<file path="src/rtl/adc_capture_pkg.sv">
// Shared types and helpers for the ADC capture controller.
// Optional header word support is controlled by ADC_CAPTURE_HEADER_EN in the top.
package adc_capture_pkg;

    typedef enum logic [1:0] {
        IDLE    = 2'd0,
        ARMED   = 2'd1,
        CAPTURE = 2'd2,
        FLUSH   = 2'd3
    } cap_state_e;

    localparam logic [15:0] HEADER_MAGIC = 16'hA5C0;

    // Even-index sample sits in the low half, odd-index sample in the high half.
    function automatic logic [31:0] pack_pair(input logic [15:0] even_s, input logic [15:0] odd_s);
        return {odd_s, even_s};
    endfunction

endpackage

</file>
<file path="src/rtl/adc_capture_fifo.sv">
// First-word-fall-through synchronous FIFO with full/empty flags.
// A pop in the same cycle as a push frees space first, so a push into a full FIFO succeeds then.
module adc_capture_fifo #(
    parameter int WIDTH = 33,
    parameter int DEPTH = 16
) (
    input  logic             clk,
    input  logic             rst,
    input  logic             push_i,
    input  logic [WIDTH-1:0] push_data_i,
    input  logic             pop_i,
    output logic [WIDTH-1:0] pop_data_o,
    output logic             full_o,
    output logic             empty_o
);

    localparam int AW = (DEPTH > 1) ? $clog2(DEPTH) : 1;
    localparam logic [AW-1:0] PTR_MAX = AW'(DEPTH - 1);
    localparam logic [AW:0]   CNT_FULL = (AW + 1)'(DEPTH);

    logic [WIDTH-1:0] mem_q [DEPTH];
    logic [AW-1:0]    wr_ptr_q;
    logic [AW-1:0]    rd_ptr_q;
    logic [AW:0]      count_q;
    logic             do_push;
    logic             do_pop;

    assign full_o     = (count_q == CNT_FULL);
    assign empty_o    = (count_q == '0);
    assign do_pop     = pop_i && !empty_o;
    assign do_push    = push_i && (!full_o || do_pop);
    assign pop_data_o = mem_q[rd_ptr_q];

    always_ff @(posedge clk or posedge rst) begin
        if (rst) begin
            wr_ptr_q <= '0;
            rd_ptr_q <= '0;
            count_q  <= '0;
        end else begin
            if (do_push) begin
                wr_ptr_q <= (wr_ptr_q == PTR_MAX) ? '0 : wr_ptr_q + 1'b1;
            end
            if (do_pop) begin
                rd_ptr_q <= (rd_ptr_q == PTR_MAX) ? '0 : rd_ptr_q + 1'b1;
            end
            if (do_push && !do_pop) begin
                count_q <= count_q + 1'b1;
            end else if (!do_push && do_pop) begin
                count_q <= count_q - 1'b1;
            end
        end
    end

    // Storage carries no reset; the flags alone decide what is readable.
    always_ff @(posedge clk) begin
        if (do_push) begin
            mem_q[wr_ptr_q] <= push_data_i;
        end
    end

endmodule

</file>
<file path="src/rtl/adc_capture_ctrl.sv">
// Arm/trigger capture controller: packs sample pairs into 32-bit words and streams them out.
// Define ADC_CAPTURE_HEADER_EN to prefix each capture with a {16'hA5C0, seq} header word.
module adc_capture_ctrl
    import adc_capture_pkg::*;
#(
    parameter int DATA_WIDTH  = 12,
    parameter int CAPTURE_LEN = 1024,
    parameter int FIFO_DEPTH  = 16
) (
    input  logic                  clk,
    input  logic                  rst,
    input  logic [DATA_WIDTH-1:0] sample_in,
    input  logic                  sample_valid,
    input  logic                  arm,
    input  logic                  trig_ext,
    input  logic                  trig_self_en,
    input  logic [DATA_WIDTH-1:0] trig_threshold,
    output logic [31:0]           m_tdata,
    output logic                  m_tvalid,
    input  logic                  m_tready,
    output logic                  m_tlast,
    output logic                  busy,
    output logic                  done,
    output logic                  overflow,
    output logic [1:0]            state_o
);

    localparam int CW = $clog2(CAPTURE_LEN);
    localparam logic [CW-1:0] LAST_IDX = CW'(CAPTURE_LEN - 1);
    localparam logic [CW-1:0] ONE_IDX  = CW'(1);

    cap_state_e     state_q;
    logic [CW-1:0]  cnt_q;
    logic [15:0]    pack_q;
    logic           busy_q;
    logic           done_q;
    logic           overflow_q;
`ifdef ADC_CAPTURE_HEADER_EN
    logic [15:0]    seq_q;
`endif

    logic [15:0]    sample_ext;
    logic           trig_hit;
    logic           push_req;
    logic [32:0]    push_data;
    logic [32:0]    fifo_data;
    logic           fifo_full;
    logic           fifo_empty;
    logic           pop;
    logic           drop;

    assign sample_ext = 16'(sample_in);
    assign trig_hit   = sample_valid && (trig_ext || (trig_self_en && (sample_in >= trig_threshold)));

    // Output handshake: a word transfers on any cycle with m_tvalid && m_tready; while
    // m_tvalid is high and m_tready low the FIFO head, and thus m_tdata/m_tlast, stays put.
    assign m_tvalid = !fifo_empty;
    assign m_tdata  = m_tvalid ? fifo_data[31:0] : 32'd0;
    assign m_tlast  = m_tvalid & fifo_data[32];
    assign pop      = m_tvalid & m_tready;
    assign drop     = push_req && fifo_full && !pop;

    assign busy     = busy_q;
    assign done     = done_q;
    assign overflow = overflow_q;
    assign state_o  = state_q;

    always_comb begin
        push_req  = 1'b0;
        push_data = '0;
        case (state_q)
            ARMED: begin
`ifdef ADC_CAPTURE_HEADER_EN
                if (trig_hit) begin
                    push_req  = 1'b1;
                    push_data = {1'b0, HEADER_MAGIC, seq_q};
                end
`endif
            end
            CAPTURE: begin
                if (sample_valid && cnt_q[0]) begin
                    push_req  = 1'b1;
                    push_data = {(cnt_q == LAST_IDX), pack_pair(pack_q, sample_ext)};
                end
            end
            default: begin
            end
        endcase
    end

    always_ff @(posedge clk or posedge rst) begin
        if (rst) begin
            state_q    <= IDLE;
            cnt_q      <= '0;
            pack_q     <= '0;
            busy_q     <= 1'b0;
            done_q     <= 1'b0;
            overflow_q <= 1'b0;
`ifdef ADC_CAPTURE_HEADER_EN
            seq_q      <= '0;
`endif
        end else begin
            done_q <= 1'b0;
            if (drop) begin
                overflow_q <= 1'b1;
            end
            case (state_q)
                IDLE: begin
                    if (arm) begin
                        state_q    <= ARMED;
                        busy_q     <= 1'b1;
                        overflow_q <= 1'b0;
                    end
                end
                ARMED: begin
                    if (trig_hit) begin
                        state_q <= CAPTURE;
                        pack_q  <= sample_ext;
                        cnt_q   <= ONE_IDX;
                    end
                end
                CAPTURE: begin
                    if (sample_valid) begin
                        if (!cnt_q[0]) begin
                            pack_q <= sample_ext;
                        end
                        if (cnt_q == LAST_IDX) begin
                            state_q <= FLUSH;
                            cnt_q   <= '0;
                        end else begin
                            cnt_q <= cnt_q + 1'b1;
                        end
                    end
                end
                FLUSH: begin
                    if (fifo_empty) begin
                        state_q <= IDLE;
                        busy_q  <= 1'b0;
                        done_q  <= 1'b1;
`ifdef ADC_CAPTURE_HEADER_EN
                        seq_q   <= seq_q + 1'b1;
`endif
                    end
                end
                default: begin
                    state_q <= IDLE;
                end
            endcase
        end
    end

    adc_capture_fifo #(
        .WIDTH (33),
        .DEPTH (FIFO_DEPTH)
    ) u_fifo (
        .clk         (clk),
        .rst         (rst),
        .push_i      (push_req),
        .push_data_i (push_data),
        .pop_i       (pop),
        .pop_data_o  (fifo_data),
        .full_o      (fifo_full),
        .empty_o     (fifo_empty)
    );

endmodule
</file>
<file path="config.mk">
export PLATFORM = sky130hd
export DESIGN_NAME = adc_capture_ctrl
export DESIGN_NICKNAME = d
export VERILOG_FILES = /design/src/rtl/adc_capture_pkg.sv /design/src/rtl/adc_capture_fifo.sv /design/src/rtl/adc_capture_ctrl.sv
export SDC_FILE = /design/constraint.sdc
export NUM_CORES = 1
export LEC_CHECK = 0
export CAP_MARGIN = 15
export CORE_UTILIZATION = 52
export DETAILED_ROUTE_END_ITERATION = 8
export MAX_ROUTING_LAYER = met4
export PLACE_DENSITY = 0.7
export SLEW_MARGIN = 5
export SYNTH_ARGS = -nofsm -noshare
export SYNTH_HDL_FRONTEND = slang
export SYNTH_SLANG_ARGS = --single-unit
</file>
<file path="constraint.sdc">
create_clock -name clk -period 8.8 [get_ports clk]
set_input_delay 0.88 -clock clk [delete_from_list [all_inputs] [get_ports clk]]
set_output_delay 0.88 -clock clk [all_outputs]
set_load 0.02 [all_outputs]
</file>
* Word-level counts from Yosys, hierarchy flattened *
Memories as Yosys holds them, arrays and structs flattened.
Index checks and enable logic that the tools add are counted.

word-level totals
  input bits = 31
  memory bits (read-only) = 0
  RAM bits = 528
  latch bits = 0
  memories = 1
  logic and storage cells = 89
  register bits after elaboration = 44

operators by class
  eq/ne operators = 13
  shifts and indexed selects = 0
  reductions and logical operators = 25
  magnitude comparators = 1
  add/sub/neg operators = 5
  muxes and demuxes = 33
  bitwise operators = 2
  div/mod/pow operators = 0
  multipliers = 0

memory list
  name          words  bits a word  read ports  clocked after Yosys merged registers in  wr ports  line                    text
  u_fifo.mem_q  16     33           1           0                                        1         adc_capture_fifo.sv:21  logic [WIDTH-1:0] mem_q [DEPTH];

operators by type and width
  kind                     count
  $mux W33                 2
  $mux W16                 3
  $mux W32                 1
  $pmux W16 S2             1
  $mux W10                 3
  $pmux W10 S2             1
  $ge A12 B12 Y1           1
  $ne A2 B2 Y1 const B     6
  $mux W1                  11
  $add A10 B1 Y10 const B  1
  $eq A10 B10 Y1 const B   1
  $mux W2                  5
  $mux W5                  2
  $logic_and A1 B1 Y1      9
  $add A4 B1 Y4 const B    2
  $eq A4 B4 Y1 const B     2
  $mux W4                  2
  $pmux W2 S4              1
  $reduce_and A3 Y1        2
  $reduce_bool A2 Y1       3
  $add A5 B1 Y5 const B    1
  $eq A5 B5 Y1 const B     1
  $logic_not A1 Y1         5
  $logic_not A5 Y1         1
  other kinds (9)          12

* Depth between registers and ports, before layout *
  word-level depth = 10
  gate-level depth with buffers = 13

* Modules after synthesis *
A second synthesis with hierarchy kept.

unflattened totals
  cells, all modules = 1,300
  area total of the unflattened synthesis = 22,980.8 µm²

by module, submodules not included
  module            instances  cells an instance  area each (µm²)
  adc_capture_fifo  1          1,060              20,922.6
  adc_capture_ctrl  1          240                2,058.2

* Least setup slack after synthesis *
Ideal clock, no wire load.

  path kind = register to register
  from = register state_q[0] (netlist: state_o[0])
  to = memory u_fifo.mem_q[4][0], enable pin
  path buffers = 1
  arrival time = 3.522 ns
  setup slack = 4.840 ns
  stages on the path, launching flop included = 8
  setup time = 0.438 ns
  period minus slack after synthesis = 3.960 ns
  path through = dfrtp_1 -> inv_1 -> ha_1 -> buf_2 -> nand3_1 -> a31oi_1 -> nand2_1 -> nor3_1

on the way
  word-level cells in the longest chain between the ends = 5

RTL lines
  element                        line                     text
  from (decl)                    adc_capture_ctrl.sv:32   cap_state_e state_q;
  from (signal assigned)         adc_capture_ctrl.sv:93   state_q <= IDLE;
  from (signal assigned)         adc_capture_ctrl.sv:110  state_q <= ARMED;
  from (signal assigned)         adc_capture_ctrl.sv:117  state_q <= CAPTURE;
  $eq A2 B2 Y1                   adc_capture_ctrl.sv:71   case (state_q)
  $mux W1                        adc_capture_ctrl.sv:71
  $logic_and A1 B1 Y1            adc_capture_fifo.sv:31   assign do_push = push_i && (!full_o || do_pop);
  named net u_fifo.do_push       adc_capture_fifo.sv:25   logic do_push;
  $mux W1                        adc_capture_fifo.sv:56   if (do_push) begin
  $mux W1 (implied by the code)  adc_capture_fifo.sv:57   mem_q[wr_ptr_q] <= push_data_i;
  to (decl)                      adc_capture_fifo.sv:21

The timed path passes the listed nets, and every way through them passes these cells.

* Worst setup path in the final report *
  from = register u_fifo.rd_ptr_q[0]
  to = output port m_tdata[3]

on the way
  word-level cells in the longest chain between the ends = 2

RTL lines
  element                 line                    text
  from (decl)             adc_capture_fifo.sv:23  logic [AW-1:0] rd_ptr_q;
  from (signal assigned)  adc_capture_fifo.sv:44  rd_ptr_q <= (rd_ptr_q == PTR_MAX) ? '0 : rd_ptr_q + 1'b1;
  $mem_v2 Z16 W33         n/a
  $mux W32                adc_capture_ctrl.sv:58  assign m_tdata = m_tvalid ? fifo_data[31:0] : 32'd0;
  to (decl)               adc_capture_ctrl.sv:18  output logic [31:0] m_tdata,

Every way passes these cells.

==> reports/qor.yml <==
floorplan:
  io_pins: 70
  dieHeight_um: 188
  die_area_um2: 35200
  start_util: 0.532
  row_count: 67
  placeable_area_um2: 33700
  die_w_um: 188
timing:
  timing.setup.tns_ps: 0
  maxSlewHeadroom: 0.231
  final-hold-violation-count: 0
  max_freq_mhz: 200
  setup_viol_count_final: 0
  timing.clock.skew_ps: 17.8
  final_period_minus_worst_setup_slack_ps: 5000
  timing_max_transition_violations_final: 0
  rsz0062_at_grt: "false"
  hold_ws_ps: 498
  worst-slew-pin-transition_ps: 1150
  post-route-period-util: 0.568
setup_path:
  crit_path_start: "u_fifo.rd_ptr_q[0]$_DFFE_PP0N_"
  worst-r2r-cell-count: 11
  regToRegEndpoint: "u_fifo.count_q[4]$_DFFE_PP0P_"
  cp_data_required_time_ps: 7920
  timing.reg2reg.setup_slack_ps: 4860
  crit_fanout: 50
  worst_path_max_delay_cell: "dfrtp_4"
  end_kind: "output port"
  path_depth: 5
  timing.critical_path.mode_cell: "mux4_2"
  cp_cell_sequence: "buf_4 -> mux4_2 -> mux4_2 -> and2_1 -> clkdlybuf4s50_1"
  worst_path_buffer_plus_inverter_count: 2
  setup.worst_path.start_class: "flop"
  crit_path_end: "m_tdata[3]"
  cp.arrival_ps: 4120
  timing.critical_path.slowest_cell_delay_ps: 1110
  r2r_start: "u_fifo.count_q[0]$_DFFE_PP0P_"
  timing.critical_path.max_delay_family: "buffers and inverters"
  criticalPathCategory: "flop to output port"
pwr:
  total_power_uw: 6460
  combPwrFrac: 0.307
  max-vdd-ir-drop_mv: 0.216
  seqPwrFrac: 0.415
  p_sw_uw: 1890
  power.leakage_uw: 0.00685
  cell_internal_pwr_uw: 4570
  power-per-cell-area_nw_per_um2: 314
  netSwitchingFraction: 0.293
  clock_power_share: 0.278
global_route:
  via_count_of_the_first_global_routing_pass: 9004
  number_of_antenna_violations_at_the_first_check_in_global_routing: 1
  grt.overflow.total: 0
  grt_pass1_wl_um: 57300
  grt_start_max_net_pins: 75
  grt.total_usage: 0.231
logic_synthesis:
  postSynth.asyncResetShare: 0.0909
  synth_cell_type_count: 49
  synth-main-ff-cell: "edfxtp_1"
  netlist_top_cells_area: "edfxtp_1, mux4_2, dfrtp_1"
  synth.cell_area_um2: 17900
  synth_largest_type_area_fraction: 0.670
  synthCells: 879
  synth-seq-cells: 440
  ys_seq_area_frac: 0.726
  synthesis.area_per_instance_um2: 20.4
  cell_type_with_the_largest_total_area_after_synthesis: "edfxtp_1"
  synth_enable_flop_cells: 400
  ys_warn_count: 0
detailed_routing:
  first_iter_violations: 915
  route.detailed.vias_per_inst: 6.11
  via_count: 8892
  postRouteWirelength_um: 38400
  antenna_left: 0
  drc: 0
  route.detailed.wl_per_inst_um: 26.4
  drt-pass1-iter-count: 6
placed_design:
  dp_cells: 1375
  gpl.final_weighted_congestion: 0.781
  port-buffer-count: 61
  detailedPlacementHpwl_um: 21400
layout:
  finalNetCount: 1033
  layout.area.seq_um2: 13000
  most-common-layout-cells: "edfxtp_1, mux4_2, clkdlybuf4s50_1"
  fill_cells: 2399
  commonest_non_fill_non_tap_cell_in_the_layout: "edfxtp_1"
  layout-area-overhead-vs-synth_pct: 14.5
  post-route-util: 0.609
  final_cell_count_no_fill: 1456
  multiInputGateArea_um2: 4610
  antennaDiodeCount: 0
  drive_above_1_share: 0.240
clocking:
  ctsRootBufferMaster: "clkbuf_16"
  cts_resized: 0
  clk_pin_slew_worst_paths_ps: 60
  cts_hold_repair.buffers: 0
  tritoncts: "yes"
  cts.repair_timing.setup_buffer_count: 0
  cts_inserted_buffers: 45
  cts_sinks: 440
  clk_path_buf_depth: 3
  worst_skew_pair.late_latency_ps: 550
  cts.htree.levels: 2
outcome:
  status: "completed"
min_path:
  min-delay-path-class: "flop to flop"
flow_run:
  max_cap_violations: 0
==> cell usage after synthesis, types with 5 or more instances <==
cell type,count
nand2_1,16
buf_1,5
and2_1,57
buf_2,9
ha_1,27
nand3_1,9
mux2_2,13
mux4_2,125
inv_1,30
nor3_1,7
clkbuf_1,21
nor2_1,15
dfrtp_1,40
a32o_1,7
edfxtp_1,400
buf_6,6
o211ai_1,8
buf_4,9
o21ai_0,13
a21oi_1,8
==> power by group through the flow <==
stage / logic (µW) / registers [µW] / clock network, µW
after floorplan: 1510 / 2580 / 0
after global placement: 1970 / 2730 / 0
after detailed placement: 2000 / 2730 / 0
after CTS: 2010 / 2690 / 1830
after global routing: 2130 / 2710 / 1900
final: 1980 / 2680 / 1800
==> worst min-delay path by stage <==
stage / startpoint / endpoint / slack (ps) / cells after the start
2_1_floorplan: pack_q[10]$_DFFE_PP0P_ / pack_q[10]$_DFFE_PP0P_ / 470 / 1
3_3_place_gp: pack_q[5]$_DFFE_PP0P_ / pack_q[5]$_DFFE_PP0P_ / 480 / 1
3_5_place_dp: pack_q[5]$_DFFE_PP0P_ / pack_q[5]$_DFFE_PP0P_ / 490 / 1
4_1_cts: pack_q[5]$_DFFE_PP0P_ / pack_q[5]$_DFFE_PP0P_ / 500 / 1
5_1_grt: pack_q[5]$_DFFE_PP0P_ / pack_q[5]$_DFFE_PP0P_ / 540 / 1
6_report: pack_q[5]$_DFFE_PP0P_ / pack_q[5]$_DFFE_PP0P_ / 500 / 1
==> layout make-up <==
| type | count | share of cell area |
|---|---|---|
| Inverter | 30 | 0.00548 |
| Tap cell | 448 | 0.0273 |
| Sequential cell | 440 | 0.634 |
| Clock inverter | 18 | 0.00701 |
| Clock buffer | 63 | 0.0607 |
| Multi-Input combinational cell | 366 | 0.225 |
| Timing Repair Buffer | 91 | 0.0407 |
==> worst reg2reg max path, cell delays in order (launching register included) <==
cell and delay [ps]:
dfrtp_1 420, nor4_1 610, nand2b_2 700, nand2_1 430, ha_1 280, inv_1 110
ha_1 320, nor2b_1 150, o21a_1 170, or3_1 300, a21oi_1 210, xor2_1 170
==> flip-flops by register name, summed over array words and instances (netlist names) <==
register,count
done,1
u_fifo.count_q,5
busy,1
u_fifo.mem_q,400
pack_q,12
state_o,2
u_fifo.wr_ptr_q,4
u_fifo.rd_ptr_q,4
overflow,1
cnt_q,10
==> metal layers <==
metal / vias up / GRT usage / wire [µm]
met5: - / - / 0
met4: 0 / 0.0610 / 758
met3: 62 / 0.0419 / 3060
met2: 397 / 0.360 / 18900
met1: 4683 / 0.318 / 15700
li1: 3750 / - / -
==> through the flow <==
| stage | area (µm²) | setup slack, ps |
|---|---|---|
| 6_report | 20500 | 3800 |
| 5_1_grt | 20500 | 3510 |
| 3_5_place_dp | 19100 | 4240 |
| 2_1_floorplan | 18000 | 4840 |
| 3_3_place_gp | 19100 | 4250 |
| 4_1_cts | 20500 | 3660 |
==> cell families (layout without fill, tap and decap cells) <==
logic type / after synthesis / in the layout / share of synthesized area
buf+inv: 80 / 202 / 0.0218
fa+ha+maj: 28 / 28 / 0.0200
compound gates: 57 / 57 / 0.0230
other cells: 1 / 8 / 0.000209
xor+xnor: 6 / 6 / 0.00293
mux: 143 / 143 / 0.168
simple gates: 124 / 124 / 0.0385
flops: 440 / 440 / 0.726
No activity file was read; power rests on OpenSTA's default activity.
==> variant 1, RTL diff (same flow settings) <==
The option `ADC_CAPTURE_HEADER_EN` is turned on by a define.
--- a/src/rtl/adc_capture_ctrl.sv
+++ b/src/rtl/adc_capture_ctrl.sv
@@ -1,5 +1,7 @@
 // Arm/trigger capture controller: packs sample pairs into 32-bit words and streams them out.
 // Define ADC_CAPTURE_HEADER_EN to prefix each capture with a {16'hA5C0, seq} header word.
+`define ADC_CAPTURE_HEADER_EN
+
 module adc_capture_ctrl
     import adc_capture_pkg::*;
 #(
Check against the original RTL: not equivalent (Yosys sat finds a counterexample within 4 cycles, from zero or initial values and one cycle with rst high).
==> variant 1 against the unedited design <==
  * The run now ends with design-rule violations left
  * Routed wire length increased by 20%
  * Area after synthesis increased by 21%
  * Setup slack got worse by 0.19 ns
  * Sequential cell count increased by 96
  * Power increased by 18%
  * Design area increased by 20%
  * First-iteration DRC count increased by 2.6%
  * Critical path type unchanged
  * Largest power group unchanged
==> variant 1: results (changes against the unedited design) <==
run status=finished with violations (was finished, final reports clean); failing checks=design-rule violations; largest voltage drop on the vdd net=0.000247 V (was 0.000216 V); clock transition time at the flip-flop clock pins of the worst setup and hold paths=0.06 ns (about the same); Critical Path Fanout Max=44 (was 50); share of layout cells above drive strength 1=0.253 (was 0.240); antenna violations before repair=1 (unchanged); share of synthesized flip-flops with an asynchronous set or reset=0.104 (was 0.0909); number of clock buffers inserted by TritonCTS=52 (was 45); total DRC errors in the routed layout=1 (was 0); Worst-Skew Late Latency=0.57 ns (was 0.55 ns); clock skew=0.0169 ns (was 0.0178 ns); violation count after the first detailed-routing iteration=939 (was 915); largest registers=u_fifo.mem_q (480), seq_q (16), pack_q (12) (was u_fifo.mem_q (400), pack_q (12), cnt_q (10)); Placer Congestion=0.770 (was 0.781); count of buffers added by post-CTS timing repair for setup=0 (unchanged); RR Endpoint=u_fifo.count_q[4] (unchanged); net total in the final layout=1210 (was 1033); top cells by count, synth=edfxtp_1 (480), mux4_2 (150), dfrtp_1 (56) (was edfxtp_1 (400), mux4_2 (125), and2_1 (57)); slew of the pin with the lowest slew margin=1.20 ns (was 1.15 ns); Seq/Total Area, Yosys=0.726 (about the same); slowest library cell on the worst path=dfrtp_4 (unchanged); time the final worst path needs with I/O delays and setup=5.19 ns (was 5.00 ns); number of global-route vias before repair=10800 (was 9004); Port Buffer Count=67 (was 61); worst slack, placed=3.74 ns (was 4.24 ns); setup slack of the most critical reg-to-reg path=5.16 ns (was 4.86 ns); count of synthesis-stage warnings from yosys=0 (unchanged); CP Data Arrival Time=4.31 ns (was 4.12 ns); total half-perimeter wirelength after legalization and detailed placement=25.4 mm (was 21.4 mm); Pre-antenna DRT Iters=9 (was 6); leakage power total=8.26 nW (was 6.85 nW); WL/cell=26.7 um (was 26.4 um); wire length of the first global-routing pass=68.7 mm (was 57.3 mm); number of gates given a new drive strength after cts=0 (unchanged); pin count of the biggest net entering global routing=68 (was 75); cell at the root of the clock tree=clkbuf_16 (unchanged); biggest area contributors in the synthesized netlist=edfxtp_1 (66%), mux4_2 (16%), dfrtp_1 (6.4%), ha_1 (1.6%), and2_1 (1.3%) (was edfxtp_1 (67%), mux4_2 (16%), dfrtp_1 (5.6%), and2_1 (2.0%), ha_1 (1.9%)); RR Startpoint=u_fifo.count_q[0] (unchanged); EDFF count, synth=480 (was 400); H-tree lvl count=2 (unchanged); routed via count divided by cell count=6.11 (about the same); origin of the worst min-delay path=seq_q[15] (was pack_q[5]); Max stage delay on crit path=1.00 ns (was 1.11 ns); number of different library cells in the post-synthesis netlist=55 (was 49); number of inserted filler cells in the final layout=2934 (was 2399); endpoint of the worst hold-timing path=seq_q[15] (was pack_q[5]); combined global-route utilization of all metal layers=0.233 (was 0.231)
-- variant 1: cell types whose count changed in the layout (fill, tap and decap cells not counted), moves of 7 or more --
cell / delta
o211ai_1: -7
edfxtp_1: +80
a21o_1: +8
xnor2_1: +12
a22o_1: +12
and2_1: -12
a32o_1: -7
dfrtp_1: +15
clkinv_2: +8
mux2_4: +10
mux4_2: +25
-- variant 1: how the worst max path moves through the flow --
stage	from	end	slack (ns)	depth (start not counted)
2_1_floorplan	trig_threshold[10]	u_fifo.mem_q[10][0]	2.98	10
3_3_place_gp	sample_in[0]	u_fifo.count_q[4]	3.75	18
3_5_place_dp	sample_in[0]	u_fifo.count_q[4]	3.74	18
4_1_cts	u_fifo.rd_ptr_q[0]	m_tdata[1]	3.48	5
5_1_grt	u_fifo.rd_ptr_q[0]	m_tdata[25]	3.31	5
6_report	u_fifo.rd_ptr_q[0]	m_tdata[25]	3.61	5
-- variant 1: worst max-delay path, delay by kind of cell, from the launching register on --
family | cells | cell delay, ns
buf+inv | 2 | 1.37
mux | 2 | 1.13
flops | 1 | 1.00
simple gates | 1 | 0.19
-- variant 1: through the flow --
step	hold slack (ns)	instance area (um2)	cells
detailed placement	0.455	23100	1628
global placement	0.452	23100	1628
floorplan	0.434	21800	1059
finish	0.465	24700	1724
CTS	0.463	24700	1724
global route	0.477	24700	1724
-- variant 1: final cells by class --
class | instances | share of cell area
multi-input cells | 434 | 0.229
clock inverters | 26 | 0.00643
clock buffers | 70 | 0.0574
inverters | 32 | 0.00486
well taps | 532 | 0.0269
flip-flops and latches | 536 | 0.640
repair buffers | 94 | 0.0353
-- variant 1: where the power goes --
part	leakage (nW)	internal (mW)	switching, mW
Combinational	2.36	1.19	1.08
Sequential	5.13	3.00	0.272
Clock	0.772	1.16	0.904
Total	8.26	5.35	2.25
-- variant 1: cell families after synthesis --
logic type,after synthesis,synth area share
XOR/XNOR,22,0.00885
AO/OA/AOI/OAI,69,0.0255
buffers and inverters,89,0.0184
adder cells (fa/ha/maj),29,0.0170
other,1,0.000172
multiplexers,170,0.167
AND/OR/NAND/NOR,142,0.0368
flip-flops,536,0.726
-- variant 1: routing by layer --
metal	GRT usage	wire, um
met1	0.326	19100
met2	0.366	23100
met3	0.0300	2850
met4	0.0651	993
met5	-	0
==> variant 2, RTL diff (same settings) <==
Made on the original files. Put one more register stage on the output `overflow`, with the module's reset. The value now appears one clock later. The other outputs are not delayed to match.
--- a/src/rtl/adc_capture_ctrl.sv
+++ b/src/rtl/adc_capture_ctrl.sv
@@ -62,7 +62,13 @@
 
     assign busy     = busy_q;
     assign done     = done_q;
-    assign overflow = overflow_q;
+    always_ff @(posedge clk or posedge rst) begin
+        if (rst) begin
+            overflow <= '0;
+        end else begin
+            overflow <= overflow_q;
+        end
+    end
     assign state_o  = state_q;
 
     always_comb begin
Check against the original RTL: same outputs for any inputs over 4 cycles, from zero or initial values and one cycle with rst high; that may be too few to reach the edited logic, so the function may still have changed.
==> variant 2 against the unedited design <==
  * Cell count is 0.62% lower
  * Critical path type unchanged
  * Sequential cell count grew 1
  * Power about the same
  * Area after synthesis decreased by 0.11%
  * Clock skew shrank 0.0072 ns
  * Routed wire length is 5.4% lower
  * Design area fell by 0.24%
  * Sequential share of layout area rose by 0.27 points
  * Largest power group unchanged
  * Setup slack worse by 0.044 ns
==> variant 2: results (changes against the unedited design) <==
run status=finished, final reports clean (unchanged); WL/cell=25.1 um (was 26.4 um); Seq/Total Area, Yosys=0.728 (was 0.726); net total in the final layout=1024 (was 1033); antenna violations before repair=0 (was 1); total half-perimeter wirelength after legalization and detailed placement=21.0 mm (was 21.4 mm); Critical Path Fanout Max=49 (was 50); Max stage delay on crit path=1.05 ns (was 1.11 ns); biggest area contributors in the synthesized netlist=edfxtp_1 (67%), mux4_2 (16%), dfrtp_1 (5.7%), and2_1 (2.0%), ha_1 (1.9%) (was edfxtp_1 (67%), mux4_2 (16%), dfrtp_1 (5.6%), and2_1 (2.0%), ha_1 (1.9%)); number of different library cells in the post-synthesis netlist=40 (was 49); Placer Congestion=0.786 (was 0.781); violation count after the first detailed-routing iteration=890 (was 915); Worst-Skew Late Latency=0.53 ns (was 0.55 ns); number of clock buffers inserted by TritonCTS=44 (was 45); slew of the pin with the lowest slew margin=1.05 ns (was 1.15 ns); share of synthesized flip-flops with an asynchronous set or reset=0.0930 (was 0.0909); fin worst setup slack=3.75 ns (was 3.80 ns); RR Startpoint=state_o[0] (was u_fifo.count_q[0]); share of layout cells above drive strength 1=0.232 (was 0.240); CP endpoint=m_tdata[0] (was m_tdata[3]); part of the total power dissipated in sequential elements=0.409 (was 0.415); worst-case reg-to-reg path depth=7 (was 11); RR Endpoint=u_fifo.mem_q[7][11] (was u_fifo.count_q[4]); routed via count divided by cell count=6.00 (was 6.11); internal power=4.63 mW (was 4.57 mW); number of global-route vias before repair=8713 (was 9004); clock skew=0.0106 ns (was 0.0178 ns); Pre-antenna DRT Iters=5 (was 6); top cells by count, synth=edfxtp_1 (400), mux4_2 (125), and2_1 (57) (unchanged); leakage power total=6.93 nW (was 6.85 nW); number of inserted filler cells in the final layout=2382 (was 2399); wire length of the first global-routing pass=54.7 mm (was 57.3 mm); pin count of the biggest net entering global routing=70 (was 75); combined global-route utilization of all metal layers=0.218 (was 0.231)
-- variant 2: cell families (layout without fill, tap and decap cells) --
kind of cell    count (synthesis)  count (layout)  share of synthesized area
flops                         441             441                      0.728
mux                           141             141                      0.167
simple gates                  130             130                     0.0411
buf+inv                        75             185                     0.0205
compound gates                 59              59                     0.0198
fa+ha+maj                      28              28                     0.0200
xor+xnor                        7               7                    0.00342
other cells                     1               8                   0.000209
-- variant 2: metrics by stage --
stage / power, mW / cells / instance area (um2)
after floorplan: 4.04 / 889 / 17900
after global placement: 4.63 / 1367 / 19000
after detailed placement: 4.65 / 1367 / 19000
after CTS: 6.53 / 1447 / 20500
after global routing: 6.73 / 1447 / 20500
final: 6.46 / 1447 / 20500
-- variant 2: routing by layer --
layer  wire length (um)  vias to the layer above  track usage
met5                  0                        -            -
met4                971                        0       0.0679
met3               2050                       66       0.0324
met2              17400                      293        0.329
met1              16000                     4603        0.311
li1                   -                     3726            -
-- variant 2: worst min path at each step --
stage | from | to | slack (ns) | cells past startpoint
3_3_place_gp | overflow_q | overflow | 0.38 | 0
3_5_place_dp | overflow_q | overflow | 0.38 | 0
6_report | overflow_q | overflow | 0.40 | 0
4_1_cts | overflow_q | overflow | 0.39 | 0
5_1_grt | overflow_q | overflow | 0.42 | 0
2_1_floorplan | overflow_q | overflow | 0.35 | 0
-- variant 2: area by class of cell --
type / instances / area [um2] / area share
clock buffer: 66 / 1300 / 0.0633
clock inverter: 14 / 179 / 0.00873
inverter: 24 / 90.1 / 0.00440
multi-input combinational: 373 / 4550 / 0.222
sequential: 441 / 13000 / 0.637
tap: 448 / 561 / 0.0274
timing repair buffer: 81 / 761 / 0.0371
